### src/rtl/fifo_in.sv
// Word-buffering AXI-Stream input FIFO that emits fixed-length bursts of BURST words to a downstream sink.
// Define FIFO_IN_FLUSH_EN to compile in tlast-driven packet flushing with zero-padded partial bursts.
module fifo_in #(
  parameter int DEPTH = 8,
  parameter int BURST = 4
) (
  input  logic                     clk,
  input  logic                     rst_n,
  input  logic [31:0]              s_axis_tdata,
  input  logic                     s_axis_tvalid,
  input  logic                     s_axis_tlast,
  output logic                     s_axis_tready,
  input  logic                     dst_ready,
  output logic [31:0]              dout,
  output logic                     data_ready,
  output logic                     full,
  output logic                     empty,
  output logic [$clog2(DEPTH):0]   count
);
  localparam int AW = $clog2(DEPTH);
  localparam int CW = AW + 1;
  localparam int BW = (BURST > 1) ? $clog2(BURST) : 1;
  localparam int NW = $clog2(BURST + 1);

  localparam logic [1:0] IDLE = 2'd0;
  localparam logic [1:0] SEND = 2'd1;
  localparam logic [1:0] GAP  = 2'd2;

  logic [1:0]    state;
  logic [AW-1:0] wr_ptr, rd_ptr;
  logic [BW-1:0] beat;
  logic [NW-1:0] n_real;
  logic          flush_pending;
  logic [31:0]   mem [DEPTH];

  logic wr_en, rd_en, start, last_beat;

  assign full          = (count == CW'(DEPTH));
  assign empty         = (count == '0);
  assign s_axis_tready = !full && !flush_pending;
  assign wr_en         = s_axis_tvalid && s_axis_tready;
  assign start         = (state == IDLE) && dst_ready &&
                         ((count >= CW'(BURST)) || (flush_pending && !empty));
  // beats at or past n_real are zero pads of a flushed partial burst
  assign rd_en         = (state == SEND) && (int'(beat) < int'(n_real));
  assign last_beat     = (beat == BW'(BURST - 1));

  always_ff @(posedge clk) begin
    if (wr_en) mem[wr_ptr] <= s_axis_tdata;
  end

  always_ff @(posedge clk or negedge rst_n) begin
    if (!rst_n) begin
      state      <= IDLE;
      wr_ptr     <= '0;
      rd_ptr     <= '0;
      count      <= '0;
      beat       <= '0;
      n_real     <= '0;
      dout       <= '0;
      data_ready <= 1'b0;
    end else begin
      if (wr_en) wr_ptr <= wr_ptr + 1'b1;
      if (rd_en) rd_ptr <= rd_ptr + 1'b1;
      case ({wr_en, rd_en})
        2'b10:   count <= count + 1'b1;
        2'b01:   count <= count - 1'b1;
        default: ;
      endcase
      data_ready <= 1'b0;
      case (state)
        IDLE: if (start) begin
          state  <= SEND;
          beat   <= '0;
          n_real <= (count >= CW'(BURST)) ? NW'(BURST) : NW'(count);
        end
        SEND: begin
          data_ready <= 1'b1;
          dout       <= rd_en ? mem[rd_ptr] : '0;
          beat       <= beat + 1'b1;
          if (last_beat) begin
            state <= GAP;
            beat  <= '0;
          end
        end
        GAP:     state <= IDLE;
        default: state <= IDLE;
      endcase
    end
  end

`ifdef FIFO_IN_FLUSH_EN
  // a tlast accepted on the SEND-entry edge belongs to the next burst, so set beats clear
  always_ff @(posedge clk or negedge rst_n) begin
    if (!rst_n)                                flush_pending <= 1'b0;
    else if (wr_en && s_axis_tlast)            flush_pending <= 1'b1;
    else if (start && (count <= CW'(BURST)))   flush_pending <= 1'b0;
  end
`else
  logic unused_tlast;
  assign unused_tlast  = s_axis_tlast;
  assign flush_pending = 1'b0;
`endif

endmodule

### config.mk
export PLATFORM = sky130hd
export DESIGN_NAME = fifo_in
export DESIGN_NICKNAME = d
export VERILOG_FILES = /design/src/rtl/fifo_in.sv
export SDC_FILE = /design/constraint.sdc
export NUM_CORES = 1
export LEC_CHECK = 0
export ABC_AREA = 1
export ABC_CLOCK_PERIOD_IN_PS = 3550
export BUFFER_PORTS_ARGS = -buffer_cell sky130_fd_sc_hd__buf_2
export CORE_MARGIN = 5
export CORE_UTILIZATION = 30
export DETAILED_ROUTE_END_ITERATION = 8
export PLACE_DENSITY_LB_ADDON = 0.08
export SLEW_MARGIN = 15
export SYNTH_ARGS = -nofsm -noshare
export SYNTH_HDL_FRONTEND = slang
export SYNTH_SLANG_ARGS = --single-unit
export TNS_END_PERCENT = 5
### constraint.sdc
create_clock -name clk -period 3.55 [get_ports clk]
set_clock_uncertainty 0.05 [all_clocks]
set_input_delay 0.5325 -clock clk [delete_from_list [all_inputs] [get_ports clk]]
set_output_delay 0.5325 -clock clk [all_outputs]
set_load 0.005 [all_outputs]
==> flow_summary.json <==
{
  "rows": 73,
  "initial_core_util_pct": 30.5,
  "r2r-start": "count[0]",
  "die_h_um": 212,
  "tightest_slew_ps": 991,
  "pwr_density_cell_nw_per_um2": 875,
  "yosysTopAreaCell": "edfxtp_1",
  "pre_cts_ws_ps": 1060,
  "vias": 7578,
  "synthCells": 1038,
  "die_x_um": 212,
  "drive_gt1_share_pct": 13.6,
  "status": "finished, final reports clean",
  "grt_setup_unrepaired": "no",
  "place_congestion": 0.702,
  "final_net_count": 1160,
  "path_class": "reg2reg",
  "core_area_um2": 40000,
  "ff2ff_path_depth": 7,
  "finalCriticalPeriod_ps": 2460,
  "io_pins": 77,
  "p_leak_uw": 0.00549,
  "arrival_ps": 2630,
  "gr-total-overflow": 0,
  "yosysTopAreaCellShare_pct": 63.0,
  "synthDistinctLibCells": 26,
  "drt-wirelength-per-cell_um": 19.0,
  "whs_ps": 175,
  "synth_xor_area_share_pct": 0.359,
  "hp-class": "in2async",
  "yosys.area_share.simple_pct": 19.2,
  "yosysSeqAreaShare_pct": 73.2,
  "grt_pass1_vias": 7615,
  "via_per_inst": 4.55,
  "finalCritPeriodShare_pct": 69.3,
  "syn_avg_cell_area_um2": 11.8,
  "grt_max_degree": 130,
  "cts_root_buf": "clkbuf_16",
  "cts-resized-gates": 0,
  "synthTopCellsByArea": "edfxtp_1 63%, nand2_1 13%, dfrtp_1 10%",
  "drv_slew": 0,
  "io_buffer_count": 75,
  "wl_mm": 31.7,
  "syn_nets": 1082,
  "top_usage_layer": "met2",
  "cts.htree.levels": 2,
  "netlist_area_um2": 12200,
  "peakVddDrop_mv": 0.404,
  "critPathLaunchType": "flip-flop",
  "cts_buffer_depth": 3,
  "synth_fa_ha_area_share_pct": 0.718,
  "synthMuxAreaShare_pct": 0,
  "hpwl_mm": 16.0,
  "setup_ws_ps": 1090,
  "grt_pass1_wl_mm": 48.3,
  "grt_usage_pct": 14.2,
  "drtIter0Drc": 379,
  "grt.met3_usage_pct": 2.76,
  "yosys_warnings": 0,
  "ys_ff_latch": 306,
  "path_clk_slew_ps": 60,
  "synth_top_family_by_area": "simple AND/OR/NAND/NOR gates",
  "grt_use_met1_pct": 20.1,
  "antenna_found_initial": 2,
  "clock_latency_ps": 510,
  "max_slew_margin_pct": 33.9,
  "die-area_um2": 44800,
  "drc": 0,
  "hold_viol": 0,
  "timing.setup.tns_ps": 0,
  "totalPowerFinal_uw": 12500,
  "tritoncts": "yes",
  "final_antenna_net_count": 0,
  "fin_util_pct": 35.8,
  "fmax_ghz": 0.407,
  "r2r-end": "mem[2][12]",
  "grt_use_met2_pct": 22.7,
  "synth_compound_area_share_pct": 2.88,
  "clock_sinks": 306,
  "syn2layout_area_growth_pct": 17.4,
  "cap_violations": 0,
  "setup_violations": 0,
  "endpoint_kind": "flip-flop",
  "ctsHoldBuffers": 0,
  "required_ps": 3720,
  "firstDrtPassIters": 6,
  "post_cts_buffers": 0,
  "r2r_setup_slack_ps": 1090,
  "cp_max_fo": 13,
  "cts_buffers": 36
}
## stage by stage
step                      std cells  area, um^2
after global routing           1665       14300
after floorplan                1038       12200
after global placement         1603       13200
after CTS                      1665       14300
after detailed placement       1603       13200
final                          1666       14300
## worst max-delay path: stages, from the launching register on
cell     delay (ps)
dfrtp_1         460
nor2_1           80
nand3_1         110
nand2_1          70
buf_4           160
or2_1           360
nor2_4          580
buf_4           300
## cells in the mapped netlist, drive strengths merged
library cell and n:
a21oi 33, a31oi 1, buf 49, clkbuf 6
clkinv 1, dfrtp 50, edfxtp 256, ha 7
inv 21, nand2 416, nand3 137, nand4 1
nor2 15, nor3 1, o21ai 36, or2 3
xnor2 2, xor2 3
## sequential cells by signal, indices dropped and copies added, names as in the netlist
name / cells
mem: 256
state: 2
n_real: 3
wr_ptr: 3
count: 4
beat: 2
dout: 32
rd_ptr: 3
data_ready: 1
## logic make-up after synthesis
| group | count (synthesis) |
|---|---|
| adder cells (fa/ha/maj) | 7 |
| flip-flops | 306 |
| XOR/XNOR | 5 |
| AO/OA/AOI/OAI | 70 |
| AND/OR/NAND/NOR | 573 |
| buffers and inverters | 77 |
## where the power goes
part	switching (uW)	internal, uW	total, uW
combinational	2680	1270	3940
clock	1420	2090	3510
sequential	448	4640	5090
## area by class of cell
cell class	count	area, um^2
Antenna cell	1	2.50
Clock buffer	56	1010
Clock inverter	6	80.1
Fill cell	4012	25700
Inverter	22	85.1
Multi-Input combinational cell	655	2890
Sequential cell	306	8950
Tap cell	525	657
Timing Repair Buffer	95	663
## worst max path at each step
stage | startpoint | end | slack [ps] | cells past startpoint
5_1_grt | beat[1] | count[2] | 870 | 9
2_1_floorplan | count[0] | mem[0][0] | 720 | 5
4_1_cts | count[0] | mem[2][11] | 1050 | 7
6_report | count[0] | mem[2][12] | 1090 | 7
3_5_place_dp | count[0] | mem[2][12] | 1060 | 7
3_3_place_gp | beat[1] | count[2] | 1080 | 9
## cell usage in the layout, fill, tap and decap left out
cell | synthesis | final
a21oi_1 | 33 | 33
a31oi_1 | 1 | 1
buf_12 | 0 | 11
buf_2 | 23 | 75
buf_4 | 16 | 9
bufinv_16 | 0 | 2
clkbuf_1 | 6 | 18
clkbuf_16 | 0 | 37
clkbuf_8 | 0 | 1
clkinv_1 | 1 | 3
clkinv_2 | 0 | 1
clkinvlp_4 | 0 | 1
dfrtp_1 | 50 | 47
dfrtp_2 | 0 | 1
dfrtp_4 | 0 | 2
diode_2 | 0 | 1
edfxtp_1 | 256 | 256
ha_1 | 7 | 7
inv_1 | 19 | 18
inv_2 | 2 | 2
inv_4 | 0 | 1
nand2_1 | 416 | 416
nand3_1 | 136 | 136
nand3_2 | 1 | 1
nand4_1 | 1 | 1
nor2_1 | 14 | 6
nor2_4 | 1 | 9
nor3_1 | 1 | 1
o21ai_0 | 4 | 4
o21ai_1 | 32 | 32
or2_1 | 1 | 1
or2_2 | 2 | 2
xnor2_1 | 2 | 2
xor2_1 | 3 | 3
## layer usage
metal  wire length [um]  vias up
li1                   -     3719
met4                513        2
met5                 11        -
met3               1230       38
met2              14700      103
met1              15200     3716
Note: power is estimated with default switching activity, not from simulation.
